==> src/rtl/cpu_dbg_pkg.sv <==
// Shared run-control state encoding and default widths for the CPU debug block.
// Latency: n/a (types and constants only); backpressure: n/a.
package cpu_dbg_pkg;

  typedef enum logic [1:0] {
    ST_RUN  = 2'd0,
    ST_HALT = 2'd1,
    ST_STEP = 2'd2
  } run_state_t;

  localparam int DEF_PC_W   = 8;
  localparam int DEF_NUM_BP = 2;
  localparam int DEF_STEP_W = 8;
  localparam int DEF_REG_AW = 4;

endpackage

==> src/rtl/bp_match.sv <==
// Per-channel PC breakpoint comparators; the caller OR-reduces the vector.
// Latency: combinational; backpressure: none.
module bp_match
  import cpu_dbg_pkg::*;
#(
  parameter int PC_W   = DEF_PC_W,
  parameter int NUM_BP = DEF_NUM_BP
) (
  input  logic [PC_W-1:0]        pc,
  input  logic [NUM_BP-1:0]      bp_en,
  input  logic [NUM_BP*PC_W-1:0] bp_addr,
  output logic [NUM_BP-1:0]      match
);

  always_comb begin
    match = '0;
    for (int i = 0; i < NUM_BP; i++) begin
      match[i] = bp_en[i] && (pc == bp_addr[i*PC_W +: PC_W]);
    end
  end

endmodule

==> src/rtl/cpu_run_ctrl.sv <==
// Run/halt/step control producing the pipeline advance enable, with PC breakpoints and debug regfile arbitration.
// Latency: cpu_en is combinational, state/grant change on the next CLK edge; backpressure: none.
module cpu_run_ctrl
  import cpu_dbg_pkg::*;
#(
  parameter int PC_W   = DEF_PC_W,
  parameter int NUM_BP = DEF_NUM_BP,
  parameter int STEP_W = DEF_STEP_W,
  parameter int REG_AW = DEF_REG_AW
) (
  input  logic                   CLK,
  input  logic                   RST,
  input  logic                   PAUSE,
  input  logic                   STEP,
  input  logic [STEP_W-1:0]      step_count,
  input  logic [PC_W-1:0]        pc,
  input  logic [NUM_BP-1:0]      bp_en,
  input  logic [NUM_BP*PC_W-1:0] bp_addr,
  input  logic                   dbg_req,
  input  logic [REG_AW-1:0]      dbg_ra,
  output logic                   cpu_en,
  output logic                   halted,
  output logic [NUM_BP-1:0]      bp_hit,
  output logic [STEP_W-1:0]      steps_left,
  output logic                   dbg_grant,
  output logic [REG_AW-1:0]      rf_dbg_ra
);

  run_state_t          state, state_nxt;
  logic                step_q;
  logic                step_pend, step_pend_nxt;
  logic                bp_skip;
  logic [NUM_BP-1:0]   bp_hit_nxt;
  logic [STEP_W-1:0]   steps_left_nxt;
  logic [NUM_BP-1:0]   match_raw, match_v;
  logic                bp_any;
  logic                step_edge;
  logic                grant_nxt;
  logic [STEP_W-1:0]   step_load;

  bp_match #(
    .PC_W   (PC_W),
    .NUM_BP (NUM_BP)
  ) u_bp_match (
    .pc      (pc),
    .bp_en   (bp_en),
    .bp_addr (bp_addr),
    .match   (match_raw)
  );

  // Suppress the breakpoint we just resumed from for the first cycle out of HALT.
  assign match_v   = bp_skip ? '0 : match_raw;
  assign bp_any    = |match_v;
  assign step_edge = STEP && !step_q;
  assign step_load = (step_count == '0) ? STEP_W'(1) : step_count;
  assign grant_nxt = dbg_req && (dbg_grant || (state == ST_HALT));
  assign halted    = (state == ST_HALT);

  always_comb begin
    state_nxt      = state;
    cpu_en         = 1'b0;
    step_pend_nxt  = step_pend;
    bp_hit_nxt     = bp_hit;
    steps_left_nxt = steps_left;
    case (state)
      ST_RUN: begin
        cpu_en = !bp_any && !PAUSE;
        if (PAUSE || bp_any) begin
          state_nxt  = ST_HALT;
          bp_hit_nxt = match_v;
        end
      end
      ST_HALT: begin
        // While debug owns the regfile the pipeline must stay frozen; remember the step for later.
        if (dbg_grant) begin
          if (step_edge) step_pend_nxt = 1'b1;
        end else if (step_edge || step_pend) begin
          state_nxt      = ST_STEP;
          steps_left_nxt = step_load;
          step_pend_nxt  = 1'b0;
        end else if (!PAUSE) begin
          state_nxt = ST_RUN;
        end
        if (state_nxt != ST_HALT) bp_hit_nxt = '0;
      end
      ST_STEP: begin
        cpu_en = 1'b1;
        if (steps_left <= STEP_W'(1)) begin
          state_nxt      = ST_HALT;
          steps_left_nxt = '0;
        end else begin
          steps_left_nxt = steps_left - STEP_W'(1);
        end
      end
      default: state_nxt = ST_HALT;
    endcase
    if (RST) cpu_en = 1'b0;
  end

  always_ff @(posedge CLK) begin
    if (RST) begin
      state      <= ST_HALT;
      step_q     <= 1'b1;
      step_pend  <= 1'b0;
      bp_skip    <= 1'b0;
      bp_hit     <= '0;
      steps_left <= '0;
      dbg_grant  <= 1'b0;
      rf_dbg_ra  <= '0;
    end else begin
      state      <= state_nxt;
      step_q     <= STEP;
      step_pend  <= step_pend_nxt;
      bp_skip    <= (state == ST_HALT) && (state_nxt != ST_HALT);
      bp_hit     <= bp_hit_nxt;
      steps_left <= steps_left_nxt;
      dbg_grant  <= grant_nxt;
      if (grant_nxt) rf_dbg_ra <= dbg_ra;
    end
  end

endmodule

==> config.mk <==
export PLATFORM = sky130hd
export DESIGN_NAME = cpu_run_ctrl
export DESIGN_NICKNAME = d
export VERILOG_FILES = /design/src/rtl/cpu_dbg_pkg.sv /design/src/rtl/bp_match.sv /design/src/rtl/cpu_run_ctrl.sv
export SDC_FILE = /design/constraint.sdc
export NUM_CORES = 1
export LEC_CHECK = 0
export CORE_UTILIZATION = 38
export DETAILED_ROUTE_END_ITERATION = 12
export GPL_TIMING_DRIVEN = 0
export PLACE_DENSITY_LB_ADDON = 0.08
export SYNTH_ARGS = -nofsm -noshare
export SYNTH_HDL_FRONTEND = slang
export SYNTH_SLANG_ARGS = --single-unit
==> constraint.sdc <==
create_clock -name CLK -period 1.9 [get_ports CLK]
set_input_delay 0.285 -clock CLK [delete_from_list [all_inputs] [get_ports CLK]]
set_output_delay 0.285 -clock CLK [all_outputs]
set_load 0.01 [all_outputs]
==> results of run 1 <==
[cell usage in the layout, fill, tap and decap left out, drive strengths merged, types with 4 or more instances in the layout]
cell type / instances
ha: 6
o21ai: 11
nor3: 6
inv: 15
nand2b: 4
a21oi: 6
o32ai: 5
dlymetal6s2s: 14
nand2: 5
dlygate4sd2: 8
buf: 15
clkbuf: 8
a22oi: 4
xor2: 5
dfxtp: 20
clkdlybuf4s50: 35
nor2: 19
xnor2: 8
mux2i: 5
nor4: 4
[cell families after synthesis]
kind of cell               share of synthesized area [%]
xor gates and xnor gates                            8.45
muxes                                               3.71
DFF                                                 29.7
and+or+nand+nor                                     22.2
adders and majority gates                           5.57
buffers and inverters                               6.87
AOI/OAI and AO/OA                                   23.5
[registers in the layout, summed over array words and instances, names as in the netlist]
register	cells
bp_hit	2
steps_left	8
state	2
step_q	1
step_pend	1
bp_skip	1
rf_dbg_ra	4
dbg_grant	1
[metal layers]
metal	vias to the layer above	GRT usage [%]	part of all wire, %
met3	5	2.73	7.8
met5	-	0	0
met4	0	4.76	1.1
met2	60	37.0	48
li1	747	-	-
met1	684	26.5	43
[cell type report]
cell class / count / area (um^2)
repair buffers: 71 / 701
flip-flops and latches: 20 / 419
multi-input cells: 123 / 931
well taps: 46 / 57.6
inverters: 15 / 56.3
plain buffers: 6 / 40.0
clock buffers: 4 / 36.3
fillers: 311 / 1120
[worst max-delay path: stages, from the launching register on]
cell and delay, ns:
dfxtp_4 0.38, or4_4 0.56, o41ai_4 0.42, or3_4 0.21, o32ai_1 0.07, a22oi_1 0.17
nor2_1 0.06
[power by group through the flow]
stage,clock (W),sequential [W],combinational [W]
final,0.000257,0.000532,0.000660
after global routing,0.000283,0.000540,0.000720
after detailed placement,0,0.000533,0.000565
after floorplan,0,0.000534,0.000311
after CTS,0.000267,0.000523,0.000631
after global placement,0,0.000532,0.000554
[how the worst min path moves through the flow]
stage                     depth (start not counted)           end
after detailed placement                          2  rf_dbg_ra[3]
after CTS                                         2  rf_dbg_ra[3]
final                                             2  rf_dbg_ra[3]
after floorplan                                   1        step_q
after global placement                            2  rf_dbg_ra[1]
after global routing                              2  rf_dbg_ra[3]
[through the flow]
stage,instance area (um^2),hold slack (ns)
after detailed placement,2000,0.492
after global routing,2240,0.546
final,2240,0.517
after floorplan,1350,0.392
after global placement,2000,0.479
after CTS,2130,0.526
[timing repair]
action / 4_1_cts / 5_1_grt
endpoints found under the setup margin: 9 / 18
gates cloned: 1 / 0
buffers inserted: 8 / 3
pin swaps: 14 / 26
gates resized for setup: 32 / 37
==> results.json, run 1 <==
{
  "port_buffers": 59,
  "seq_power_share_pct": 36.7,
  "grt_max_degree": 12,
  "grt_pass1_vias": 1358,
  "synthArstFlopShare_pct": 0,
  "max_slew.worst_pin.slew_ns": 0.499,
  "combPwrFrac_pct": 45.6,
  "pwr-share-clk_pct": 17.7,
  "cp-startpoint": "steps_left[3]",
  "reg2reg_to": "steps_left[3]",
  "place_inst": 270,
  "rsz0062_at_grt": "true",
  "place_worst_setup_slack_ns": -0.726,
  "slew_viol_final": 0,
  "utilization_pct": 66.6,
  "ant_nets": 0,
  "finClkSkew_ns": 0.00220,
  "finalCriticalPeriod_ns": 1.98,
  "wire_per_inst_um": 14.0,
  "switching_power_w": 0.000513,
  "areaGrowthSynthToFinish_pct": 66.3,
  "drt_wl_total_um": 3980,
  "grt_pass1_wl_um": 5930,
  "fin_cells": 285,
  "synth_cells": 165,
  "synth_top_area_cell": "dfxtp_1",
  "yosys-top-cells-count": "dfxtp_1, nor2_1, inv_1",
  "core-area_um2": 3360,
  "timing.final.ws_setup_ns": -0.0775,
  "relSlewSlack_pct": 66.7,
  "r2r-start": "steps_left[3]",
  "max_cap_viol_count": 0,
  "r2r_setup_slack_ns": -0.08,
  "clk_pin_slew_worst_paths_ns": 0.11,
  "cts_buffers": 3,
  "vias": 1496,
  "end_kind": "flip-flop",
  "critPathRequiredTime_ns": 2.09,
  "dieArea_um2": 3790,
  "synth_edf_count": 0,
  "power.total_w": 0.00145,
  "yosysWarnings": 0,
  "h-tree-depth": 1,
  "worstHoldPathType": "flip-flop to flip-flop",
  "synth_area_per_cell_um2": 8.17,
  "grt_overflow_total": 0,
  "globalplace.congestion": 0.859,
  "n_antenna_cell": 0,
  "cp-start-kind": "flip-flop",
  "drt-initial-drc-count": 95,
  "clockBufferDepth": 2,
  "num_io_pins": 60,
  "grtUsageTotal_pct": 20.8,
  "cts_root_buf": "clkbuf_4",
  "criticalPathCategory": "flip-flop to flip-flop",
  "fin_crit_sh_pct": 104,
  "synth_fp_nets": 214,
  "synth_cell_type_count": 46,
  "yosysTopAreaCellShare_pct": 29.7,
  "p_sw_share_pct": 35.4,
  "viasPerCell": 5.25,
  "antenna_found_initial": 0,
  "rows": 21,
  "r2r_cells": 6,
  "drc": 0,
  "finalSetupViolCount": 7,
  "ys_seq_area_share_pct": 29.7,
  "hold_violations": 0,
  "ys_ff_latch": 20,
  "final.setup.tns_ns": -0.290,
  "die_height_um": 61.6,
  "min_from": "rf_dbg_ra[3]",
  "crit_arrival_ns": 2.17,
  "failed_checks": "setup timing",
  "cts_sinks": 20,
  "synth_area_leaders": "dfxtp_1, ha_1, nor2_1, xnor2_1, inv_1",
  "cp_max_fo": 6,
  "clk_latency_ns": 0.31,
  "start_util_pct": 40.1,
  "cp-endpoint": "steps_left[3]",
  "die_w_um": 61.6,
  "yosysMostFrequentCell": "dfxtp_1",
  "intPower_w": 0.000936,
  "cts_tree": "yes",
  "outcome": "complete, but fails checks",
  "vdd.ir_drop.worst_mv": 0.303,
  "synth_flop_cell": "dfxtp_1",
  "hpwl_um": 2880,
  "first_pass_iters": 4,
  "postCtsHoldBufs": 0,
  "netlist_area_um2": 1350,
  "drive_gt1_share_pct": 20.1,
  "fmax_mhz": 506,
  "leakage_nw": 1.01,
  "power.density_nw_per_um2": 646,
  "nets": 289
}
Note: power is estimated with default switching activity, not from simulation.
==> inputs of run 2 (changes only) <==
--- a/config.mk
+++ b/config.mk
@@ -5,6 +5,7 @@
 export SDC_FILE = /design/constraint.sdc
 export NUM_CORES = 1
 export LEC_CHECK = 0
+export CORE_MARGIN = 1.5
 export CORE_UTILIZATION = 38
 export DETAILED_ROUTE_END_ITERATION = 12
 export GPL_TIMING_DRIVEN = 0
==> run 2 against run 1 <==
Net effect:
- the run still ends with setup timing left
- sequential share of layout area decreased by 0.50 points
- maximum frequency increased by 1.1%
- final cell count increased by 1.8%
- clock power about the same
- critical path depth increased by 1
- utilization increased by 1.6 points
- global-route usage decreased by 0.48 points
- non-clock buffer count increased by 5
- critical endpoint is now cpu_en
- die area increased by 3.3%
- cell area increased by 2.5%
- register-to-register slack improved by 0.09 ns
- first-iteration DRC count increased by 20%
- highest routed layer unchanged
==> results.json, run 2 (synthesis results as in run 1) <==
{
  "cp_slowest_stage_delay_ns": 0.42,
  "finalSetupViolCount": 3,
  "path_cells": "clkdlybuf4s50_1, xor2_1, nor3_2, nand4_1, nand4bb_4, a21oi_2, buf_2",
  "utilization_pct": 68.3,
  "cts_sinks": 20,
  "finalCriticalPeriod_ns": 1.96,
  "first_pass_iters": 4,
  "power.total_w": 0.00148,
  "dieArea_um2": 3910,
  "grt_overflow_total": 0,
  "fill_cells": 293,
  "place_worst_setup_slack_ns": -0.659,
  "hpwl_um": 2860,
  "cts_root_buf": "clkbuf_4",
  "power.density_nw_per_um2": 643,
  "clockBufferDepth": 2,
  "wire_per_inst_um": 14.1,
  "relSlewSlack_pct": 66.6,
  "n_antenna_cell": 0,
  "final_cell_mix": "clkdlybuf4s50_1, nor2_1, buf_4, inv_1, dfxtp_1",
  "num_io_pins": 60,
  "antenna_found_initial": 0,
  "critical-path-slowest-cell": "clkdlybuf4s50_1",
  "worstHoldPathType": "flip-flop to flip-flop",
  "die_w_um": 62.6,
  "failed_checks": "setup timing",
  "cts_tree": "yes",
  "regMostFlops": "steps_left",
  "areaGrowthSynthToFinish_pct": 70.4,
  "die_height_um": 62.6,
  "viasPerCell": 5.41,
  "drt-initial-drc-count": 114,
  "core-area_um2": 3360,
  "vias": 1569,
  "vdd.ir_drop.worst_mv": 0.353,
  "leakage_nw": 1.03,
  "clk_latency_ns": 0.31,
  "regArea_um2": 418,
  "hold_violations": 0,
  "largest_reg_flops": 8,
  "max_slew.worst_pin.slew_ns": 0.501,
  "h-tree-depth": 1,
  "rows": 21,
  "multiInputGateArea_um2": 956,
  "fmax_mhz": 511,
  "fin_crit_sh_pct": 103,
  "ant_nets": 0,
  "nets": 294,
  "slew_viol_final": 0,
  "globalplace.congestion": 0.856,
  "layout_commonest_cell": "clkdlybuf4s50_1",
  "max_cap_viol_count": 0,
  "outcome": "complete, but fails checks",
  "grtUsageTotal_pct": 20.3,
  "cp_max_fo": 2,
  "rsz0062_at_grt": "true",
  "finClkSkew_ns": 0.00945,
  "drive_gt1_share_pct": 22.5,
  "timing.final.ws_setup_ns": -0.0561,
  "grt_pass1_vias": 1483,
  "postCtsHoldBufs": 0,
  "grt_max_degree": 12,
  "drt_wl_total_um": 4090,
  "clk_pin_slew_worst_paths_ns": 0.13,
  "final.setup.tns_ns": -0.0974,
  "crit_arrival_ns": 1.67,
  "start_util_pct": 40.1,
  "cts_buffers": 3,
  "critPathRequiredTime_ns": 1.62,
  "cp-start-kind": "primary input",
  "grt_pass1_wl_um": 6620,
  "end_kind": "output pin",
  "holdWs_ns": 0.514,
  "largestRegisters": "steps_left: 8 flops, rf_dbg_ra: 4 flops",
  "drc": 0,
  "port_buffers": 59,
  "criticalPathCategory": "primary input to output pin"
}
## run 2: worst max-delay path: cells and delay by family
kind	cells	cell delay, ns
xor+xnor	1	0.17
compound gates	1	0.06
buf+inv	2	0.58
simple gates	3	0.58
## run 2: power breakdown
group / total [W] / switching, W / internal, W
Sequential: 0.000513 / 0.0000436 / 0.000469
Clock: 0.000257 / 0.000140 / 0.000117
Combinational: 0.000707 / 0.000339 / 0.000368
Total: 0.00148 / 0.000522 / 0.000955
## run 2: per-stage QoR
step / instances / instance area (um^2)
3_5_place_dp: 270 / 2000
5_1_grt: 290 / 2300
6_report: 290 / 2300
2_1_floorplan: 165 / 1350
3_3_place_gp: 270 / 2000
4_1_cts: 285 / 2150
## run 2: final cells by class
cell class / instances / area share, %
multi-input combinational: 123 / 41.6
clock buffer: 4 / 1.58
inverter: 15 / 2.45
tap: 46 / 2.51
buffer: 6 / 1.58
timing repair buffer: 76 / 32.0
sequential: 20 / 18.2
## run 2: path summary, 6_finish.rpt
check / slack (ns) / end / from / cells after the start
max reg2reg: 0.01 / bp_skip / steps_left[3] / 6
min: 0.51 / rf_dbg_ra[0] / rf_dbg_ra[0] / 2
max: -0.06 / cpu_en / bp_addr[5] / 7
min reg2reg: 0.51 / rf_dbg_ra[0] / rf_dbg_ra[0] / 2
## run 2: metal layers
metal,global-route usage (%),wire length [um]
met3,3.78,239
met5,0,0
met4,5.83,88
met1,26.0,1820
met2,34.7,1940
## run 2: timing repair
| action | in CTS | in global routing |
|---|---|---|
| gates cloned | 1 | 0 |
| pin swaps | 16 | 24 |
| setup endpoints to repair | 9 | 17 |
| setup buffers | 10 | 6 |
| gates resized for setup | 31 | 34 |
==> inputs of run 3 (changes only) <==
--- a/config.mk
+++ b/config.mk
@@ -10,6 +10,7 @@
 export DETAILED_ROUTE_END_ITERATION = 12
 export GPL_TIMING_DRIVEN = 0
 export PLACE_DENSITY_LB_ADDON = 0.08
+export RECOVER_POWER = 50
 export SYNTH_ARGS = -nofsm -noshare
 export SYNTH_HDL_FRONTEND = slang
 export SYNTH_SLANG_ARGS = --single-unit
==> run 3 against run 2 <==
Net effect:
- via count grew 0.13%
- die area unchanged
- largest power group unchanged
- highest routed layer unchanged
- the flow still finishes with violations (setup timing)
- wire length is 0.12% lower
- non-clock buffer count stayed put
- critical path type unchanged
- combinational power decreased by 1%
- power fell by 0.69%
- clock power about the same
- utilization unchanged
- first-iteration DRC count up 4.4%
- maximum frequency about the same
- final cell count did not move
- sequential power hardly changed
==> results.json, run 3 (synthesis results as in run 1) <==
{
  "layout_commonest_cell": "clkdlybuf4s50_1",
  "grtUsageTotal_pct": 20.3,
  "reg2reg_to": "bp_skip",
  "port_buffers": 59,
  "hold_violations": 0,
  "crit_arrival_ns": 1.67,
  "finClkSkew_ns": 0.00971,
  "slew_viol_final": 0,
  "seq_power_share_pct": 34.9,
  "die_w_um": 62.6,
  "cp-endpoint": "cpu_en",
  "start_util_pct": 40.1,
  "dieArea_um2": 3910,
  "antenna_found_initial": 0,
  "critPathRequiredTime_ns": 1.62,
  "switching_power_w": 0.000521,
  "drc": 0,
  "largestRegisters": "steps_left: 8 flops, rf_dbg_ra: 4 flops",
  "vdd.ir_drop.worst_mv": 0.350,
  "cts_buffers": 3,
  "place_area_um2": 2000,
  "num_io_pins": 60,
  "final_cell_mix": "clkdlybuf4s50_1, nor2_1, buf_4, inv_1, dfxtp_1",
  "pwr-share-clk_pct": 17.5,
  "cts_root_buf": "clkbuf_4",
  "finalCriticalPeriod_ns": 1.96,
  "first_pass_iters": 4,
  "clk_pin_slew_worst_paths_ns": 0.13,
  "hpwl_um": 2860,
  "clockBufferDepth": 2,
  "viasPerCell": 5.42,
  "regMostFlops": "steps_left",
  "cp-start-kind": "primary input",
  "clk_latency_ns": 0.31,
  "r2r_setup_slack_ns": 0.01,
  "relSlewSlack_pct": 66.8,
  "rows": 21,
  "globalplace.congestion": 0.856,
  "postCtsHoldBufs": 0,
  "cp-startpoint": "bp_addr[5]",
  "outcome": "complete, but fails checks",
  "wire_per_inst_um": 14.1,
  "power.density_nw_per_um2": 639,
  "fin_crit_sh_pct": 103,
  "vias": 1571,
  "finalSetupViolCount": 3,
  "criticalPathCategory": "primary input to output pin",
  "largest_reg_flops": 8,
  "timing.final.ws_setup_ns": -0.0560,
  "postLayoutCellArea_um2": 2300,
  "grt_pass1_vias": 1483,
  "r2r-start": "steps_left[3]",
  "ant_nets": 0,
  "power.total_w": 0.00147,
  "die_height_um": 62.6,
  "rsz0062_at_grt": "true",
  "cp_max_fo": 2,
  "cts_tree": "yes",
  "failed_checks": "setup timing",
  "drt_wl_total_um": 4080,
  "grt_overflow_total": 0,
  "drt-initial-drc-count": 119,
  "fmax_mhz": 511,
  "r2r_cells": 6,
  "worstHoldPathType": "flip-flop to flip-flop",
  "p_sw_share_pct": 35.5,
  "core-area_um2": 3360,
  "areaGrowthSynthToFinish_pct": 70.4,
  "nets": 294,
  "max_cap_viol_count": 0,
  "combPwrFrac_pct": 47.6,
  "end_kind": "output pin",
  "max_slew.worst_pin.slew_ns": 0.498,
  "grt_pass1_wl_um": 6620,
  "cts_sinks": 20,
  "leakage_nw": 1.06,
  "drive_gt1_share_pct": 22.5,
  "n_antenna_cell": 0,
  "intPower_w": 0.000946,
  "fill_cells": 293,
  "h-tree-depth": 1,
  "grt_max_degree": 12
}
[run 3: cell count changes in the layout (fill, tap and decap cells not counted), sizes merged]
cell / delta
dlygate4sd3: +12
clkdlybuf4s50: -12
[run 3: worst min-delay path by stage]
stage | from | end | cells past startpoint
finish | rf_dbg_ra[0] | rf_dbg_ra[0] | 2
CTS | rf_dbg_ra[3] | rf_dbg_ra[3] | 2
global route | rf_dbg_ra[2] | rf_dbg_ra[2] | 2
detailed placement | rf_dbg_ra[3] | rf_dbg_ra[3] | 2
floorplan | STEP | step_q | 1
global placement | rf_dbg_ra[1] | rf_dbg_ra[1] | 2
[run 3: power groups by stage]
stage               clock network, W  registers (W)  logic, W
floorplan                          0       0.000534  0.000311
finish                      0.000257       0.000512  0.000698
detailed placement                 0       0.000534  0.000561
global placement                   0       0.000532  0.000554
CTS                         0.000262       0.000522  0.000639
global route                0.000281       0.000519  0.000754
[run 3: repair_timing]
| item | 4_1_cts | 5_1_grt |
|---|---|---|
| buffers inserted | 10 | 6 |
| gates cloned | 1 | 0 |
| pin swaps | 16 | 24 |
| endpoints found under the setup margin | 9 | 17 |
| gates resized for setup | 31 | 34 |
[run 3: final cells by class]
type / instances / area, um^2 / area share (%)
multi-input combinational: 123 / 956 / 41.6
timing repair buffer: 76 / 736 / 32.0
sequential: 20 / 418 / 18.2
tap: 46 / 57.6 / 2.51
inverter: 15 / 56.3 / 2.45
clock buffer: 4 / 36.3 / 1.58
buffer: 6 / 36.3 / 1.58
[run 3: routing by layer]
| layer | share of wire, % | track usage (%) |
|---|---|---|
| met2 | 47 | 34.7 |
| met3 | 5.9 | 3.78 |
| met1 | 45 | 26.0 |
| met4 | 2.2 | 5.83 |
| met5 | 0 | 0 |
[run 3: through the flow]
step                      setup TNS (ns)  util (%)  std cells  setup slack, ns  hold WS (ns)
after floorplan                        0         -        165           0.0276         0.392
after global placement             -5.12      59.4        270           -0.622         0.476
after detailed placement           -5.63      59.4        270           -0.659         0.491
after CTS                         -0.628      63.9        285          -0.0760         0.525
after global routing              -0.518      68.3        290           -0.138         0.573
final                            -0.0972      68.3        290          -0.0560         0.509
[run 3: worst max-delay path, stage by stage]
cell and delay [ns]:
clkdlybuf4s50_1 0.42, xor2_1 0.17, nor3_2 0.17, nand4_1 0.22, nand4bb_4 0.19, a21oi_2 0.06
buf_2 0.16
==> RTL change 1: new RTL, config.mk and constraints of run 2 <==
Put one more register stage on the output `rf_dbg_ra`. The value now appears one clock later. The other outputs are not delayed to match.
--- a/src/rtl/cpu_run_ctrl.sv
+++ b/src/rtl/cpu_run_ctrl.sv
@@ -25,6 +25,8 @@
   output logic                   dbg_grant,
   output logic [REG_AW-1:0]      rf_dbg_ra
 );
+
+  logic [REG_AW-1:0] rf_dbg_ra_s0;
 
   run_state_t          state, state_nxt;
   logic                step_q;
@@ -106,7 +108,7 @@
       bp_hit     <= '0;
       steps_left <= '0;
       dbg_grant  <= 1'b0;
-      rf_dbg_ra  <= '0;
+      rf_dbg_ra_s0 <= '0;
     end else begin
       state      <= state_nxt;
       step_q     <= STEP;
@@ -115,8 +117,12 @@
       bp_hit     <= bp_hit_nxt;
       steps_left <= steps_left_nxt;
       dbg_grant  <= grant_nxt;
-      if (grant_nxt) rf_dbg_ra <= dbg_ra;
+      if (grant_nxt) rf_dbg_ra_s0 <= dbg_ra;
     end
+  end
+
+  always_ff @(posedge CLK) begin
+    rf_dbg_ra <= rf_dbg_ra_s0;
   end
 
 endmodule
Behaviour: not the same (Yosys sat finds a counterexample within 4 cycles, from zero or initial values and one cycle with RST high).
==> RTL change 1 against run 2 <==
- the flow still finishes with violations (negative setup slack)
- synthesized area grew 5.5%
- synthesized cell count down 0.61%
- sequential cell count is 4 higher
- register-to-register slack improved by 0.08 ns
- count of clock-buffer cells in the layout unchanged
- total power rose by 8.7%
- final area is 1.4% lower
- setup slack better by 0.022 ns
- wire length is 3.0% lower
- critical path type unchanged
==> RTL change 1: results (changes against run 2) <==
status=finished with violations (unchanged); failing checks=negative setup slack (unchanged); combinational share of power=39.6% (was 47.9%); drt first-iter violations=57 (was 114); R2R Setup Slk=0.09 ns (was 0.01 ns); Setup WS post-layout=-0.0345 ns (was -0.0561 ns); WHS=0.357 ns (was 0.514 ns); Synth Area in XOR/XNOR=8.63% (was 8.45%); Synth Area in Compound Gates=21.2% (was 23.5%); # fillers=314 (was 293); global-route wire length before repair=5.87 mm (was 6.62 mm); largest net degree at the start of global routing=14 (was 12); sequential area share after synthesis=33.8% (was 29.7%); Root Driver=clkbuf_8 (was clkbuf_4); Adder-Cell Fraction of Synth Area=5.28% (was 5.57%); top post-synthesis cells by area=dfxtp_1, xor2_1, ha_1, nor2_1, mux2i_1 (was dfxtp_1, ha_1, nor2_1, xnor2_1, inv_1); leakage power figure=1.01 nW (was 1.03 nW); Cell Pwr Density=709 mW/mm^2 (was 643 mW/mm^2); GR Util met2=32.3% (was 34.7%); metal3 WL=363 um (was 239 um); # Post-CTS Setup Buffers=3 (was 10); Clock Skew=0.00332 ns (was 0.00945 ns); vias in the first global route=1389 (was 1483); metal2 WL=1.91 mm (was 1.94 mm); Synth top cells by count=dfxtp_1, nor2_1, inv_1, xor2_1, o21ai_0 (was dfxtp_1, nor2_1, inv_1); max_cap viols=0 (unchanged); register area=487 um^2 (was 418 um^2); worst reg2reg path endpoint=steps_left[2]$_SDFFE_PP0P_ (was bp_skip$_SDFF_PP0_); Vias=1490 (was 1569); hold wc startpoint=rf_dbg_ra_s0[3]$_SDFFE_PP0P_ (was rf_dbg_ra[0]$_SDFFE_PP0P_); Total Routing Usage GR=17.8% (was 20.3%); CTS clk-pin slew, worst paths=0.09 ns (was 0.13 ns); mux contribution to synthesized area=5.11% (was 3.71%); WL final=3.97 mm (was 4.09 mm); clk_lat worst skew=0.27 ns (was 0.31 ns); post-synth cell types=45 (was 46); R2R cell count=8 (was 6); Max-Slew Margin vs Limit=65.9% (was 66.6%); Worst Hold Endpoint=rf_dbg_ra[3]$_DFF_P_ (was rf_dbg_ra[0]$_SDFFE_PP0P_); P_seq=0.000616 W (was 0.000513 W); synth warn=0 (unchanged); FF-to-FF Start=steps_left[0]$_SDFFE_PP0P_ (was steps_left[3]$_SDFFE_PP0P_); syn nets=213 (was 214); Layout Nets=285 (was 294); CP arrival=1.65 ns (was 1.67 ns); Final setup viols=1 (was 3); met1 Track Usage GR=19.4% (was 26.0%); routability cong.=0.884 (was 0.856); wl on met1=1.62 mm (was 1.82 mm); Top Registers=steps_left x8, rf_dbg_ra x4, rf_dbg_ra_s0 x4 (was steps_left x8, rf_dbg_ra x4); CTS resizes=16 (was 31); dpl hpwl=2.84 mm (was 2.86 mm)
-- RTL change 1: layout make-up --
class,instances,area share (%)
Multi-Input combinational cell,119,39.4
Inverter,13,2.16
Buffer,8,2.38
Sequential cell,24,21.5
Tap cell,48,2.65
Timing Repair Buffer,67,29.5
Clock buffer,4,2.43
-- RTL change 1: through the flow --
step | utilization [%] | setup slack (ns) | cell area [um^2] | cells
6_report | 62.3 | -0.0345 | 2260 | 283
3_5_place_dp | 57.0 | -0.625 | 2070 | 271
3_3_place_gp | 57.0 | -0.645 | 2070 | 271
4_1_cts | 59.2 | -0.0681 | 2150 | 278
2_1_floorplan | - | 0.120 | 1420 | 164
5_1_grt | 62.3 | -0.106 | 2260 | 283
-- RTL change 1: critical path, cell delays in order --
cell	delay (ns)
clkdlybuf4s50_1	0.42
xor2_1	0.15
nor3_1	0.22
nand3_1	0.17
nand4b_1	0.17
a21oi_1	0.08
buf_2	0.17
==> RTL change 2: new RTL, flow settings as in run 2 <==
Without the edit above. Change the package constant `DEF_REG_AW` from 4 to 3.
--- a/src/rtl/cpu_dbg_pkg.sv
+++ b/src/rtl/cpu_dbg_pkg.sv
@@ -11,7 +11,7 @@
   localparam int DEF_PC_W   = 8;
   localparam int DEF_NUM_BP = 2;
   localparam int DEF_STEP_W = 8;
-  localparam int DEF_REG_AW = 4;
+  localparam int DEF_REG_AW = 3;
 
 endpackage
 
Interface: changed (resized dbg_ra and rf_dbg_ra); port bits go from 60 to 58. The function was not compared with the original's and may differ.
==> RTL change 2 against run 2 <==
- final area decreased by 11%
- non-clock buffer count fell by 12
- total power decreased by 10%
- setup slack better by 0.060 ns
- via count decreased by 11%
- combinational power down 14%
- wire length is 9.5% lower
- clock skew shrank 0.0069 ns
- global-route usage increased by 0.29 points
- synthesized area down 6.9%
- sequential share of layout area grew 0.68 points
- sequential cell count fell by 1
- sequential power shrank 3%
- critical endpoint unchanged
==> RTL change 2: results (changes against run 2) <==
Worst IR Drop VDD=509 uV (was 353 uV); layout cells sized above 1=18.5% (was 22.5%); drt first-iter violations=23 (was 114); status=complete, no violations (was finished with violations); Clock Skew=0.00252 ns (was 0.00945 ns); Switch Pwr=0.000483 W (was 0.000522 W); top post-synthesis cells by area=dfxtp_1, xor2_1, ha_1, nor2_1, o21ai_0 (was dfxtp_1, ha_1, nor2_1, xnor2_1, inv_1); Hold Crit Class=in2reg (was reg2reg); H-Tree Level Count=1 (unchanged); hold wc startpoint=RST (was rf_dbg_ra[0]$_SDFFE_PP0P_); Pre-antenna DRT Iters=4 (unchanged); Post-synth top flop=dfxtp_1 (unchanged); routability cong.=0.805 (was 0.856); Setup WS post-layout=0.00415 ns (was -0.0561 ns); DRC=0 (unchanged); Via-to-Cell Ratio=5.23 (was 5.41); total CTS buffers=3 (unchanged); Synth top cells by count=dfxtp_1, nor2_1, xor2_1 (was dfxtp_1, nor2_1, inv_1); global-route wire length before repair=5.71 mm (was 6.62 mm); largest net degree at the start of global routing=11 (was 12); CP arrival=1.61 ns (was 1.67 ns); leakage power figure=0.920 nW (was 1.03 nW); Max clock buf depth=2 (unchanged); largest reg by FF count=steps_left (unchanged); slew at the pin closest to its max-slew limit=0.472 ns (was 0.501 ns); Critical Path Slowest Stage Cell=nor4_2 (was clkdlybuf4s50_1); CTS clk-pin slew, worst paths=0.11 ns (was 0.13 ns); async set or reset register ratio after synthesis=0% (unchanged); syn nets=201 (was 214); Top Registers=steps_left x8, rf_dbg_ra x3 (was steps_left x8, rf_dbg_ra x4); FF-to-FF Start=steps_left[1]$_SDFFE_PP0P_ (was steps_left[3]$_SDFFE_PP0P_); sequential area share after synthesis=30.3% (was 29.7%); initial antenna violation count=0 (unchanged); worst setup path start=pc[1] (was bp_addr[5]); Place WS=-0.555 ns (was -0.659 ns); worst-path fanout max=2 (unchanged); # fillers=290 (was 293); Total Routing Usage GR=20.6% (was 20.3%); WHS=0.383 ns (was 0.514 ns); clk_lat worst skew=0.31 ns (about the same); vias in the first global route=1340 (was 1483); Worst path max stage delay=0.34 ns (was 0.42 ns); post-synth cell types=39 (was 46); # port buffers=56 (was 59); dpl hpwl=2.69 mm (was 2.86 mm); Layout Nets=271 (was 294); WL final=3.70 mm (was 4.09 mm); Diodes inserted=0 (unchanged); R2R Setup Slk=0.12 ns (was 0.01 ns); Root Driver=clkbuf_4 (unchanged); synth warn=0 (unchanged)
-- RTL change 2: changes by cell type after synthesis, sizes merged, moves of 3 or more --
cell | before | now
xor2 | 5 | 17
xnor2 | 8 | 0
clkbuf | 4 | 1
inv | 15 | 11
o32ai | 5 | 2
nor2b | 3 | 0
-- RTL change 2: logic make-up after synthesis --
logic type               after synthesis  synth area share (%)
XOR/XNOR                              17                  11.9
flip-flops                            19                  30.3
multiplexers                           4                  3.19
buffers and inverters                 16                  5.28
adder cells (fa/ha/maj)                6                  5.98
AO/OA/AOI/OAI                         40                  22.0
AND/OR/NAND/NOR                       51                  21.3
-- RTL change 2: layer usage --
metal  track usage, %  share of wire (%)
met2             36.3                 48
met3             3.62                7.9
met4             7.45                1.2
met5                0                  0
met1             25.1                 43
-- RTL change 2: layout make-up --
| type | instances | area [um^2] | area share, % |
|---|---|---|---|
| Inverter | 11 | 41.3 | 2.01 |
| Buffer | 5 | 33.8 | 1.64 |
| Clock buffer | 4 | 26.3 | 1.28 |
| Tap cell | 44 | 55.1 | 2.68 |
| Multi-Input combinational cell | 118 | 873 | 42.5 |
| Sequential cell | 19 | 388 | 18.9 |
| Timing Repair Buffer | 65 | 637 | 31.0 |
-- RTL change 2: repair_timing --
action | 4_1_cts | 5_1_grt
pin swaps | 7 | 18
buffers inserted | 6 | 3
setup endpoints to repair | 8 | 13
gates resized for setup | 18 | 41
-- RTL change 2: path summary, 6_finish.rpt --
path                                 to  depth (start not counted)
max                              cpu_en                          7
min           rf_dbg_ra[2]$_SDFFE_PP0P_                          2
max reg2reg  steps_left[3]$_SDFFE_PP0P_                          9
min reg2reg      bp_hit[0]$_SDFFE_PP0P_                          2
-- RTL change 2: critical path: cells and delay by family --
family                    cells  cell delay [ns]
and+or+nand+nor               3             0.65
xor gates and xnor gates      1             0.18
AOI/OAI and AO/OA             1             0.07
buffers and inverters         2             0.43
-- RTL change 2: power groups by stage --
stage	Combinational [W]	Sequential [W]	Clock [W]
after floorplan	0.000302	0.000508	0
after global placement	0.000535	0.000500	0
after detailed placement	0.000547	0.000503	0
after CTS	0.000552	0.000495	0.000220
after global routing	0.000672	0.000506	0.000229
final	0.000611	0.000499	0.000219
-- RTL change 2: through the flow --
| stage | setup TNS (ns) | instances | area, um^2 | total power [W] |
|---|---|---|---|---|
| 2_1_floorplan | 0 | 153 | 1250 | 0.000811 |
| 3_3_place_gp | -1.10 | 253 | 1870 | 0.00103 |
| 3_5_place_dp | -1.34 | 253 | 1870 | 0.00105 |
| 4_1_cts | -0.00996 | 263 | 1930 | 0.00127 |
| 5_1_grt | -0.0651 | 266 | 2050 | 0.00141 |
| 6_report | 0 | 266 | 2050 | 0.00133 |
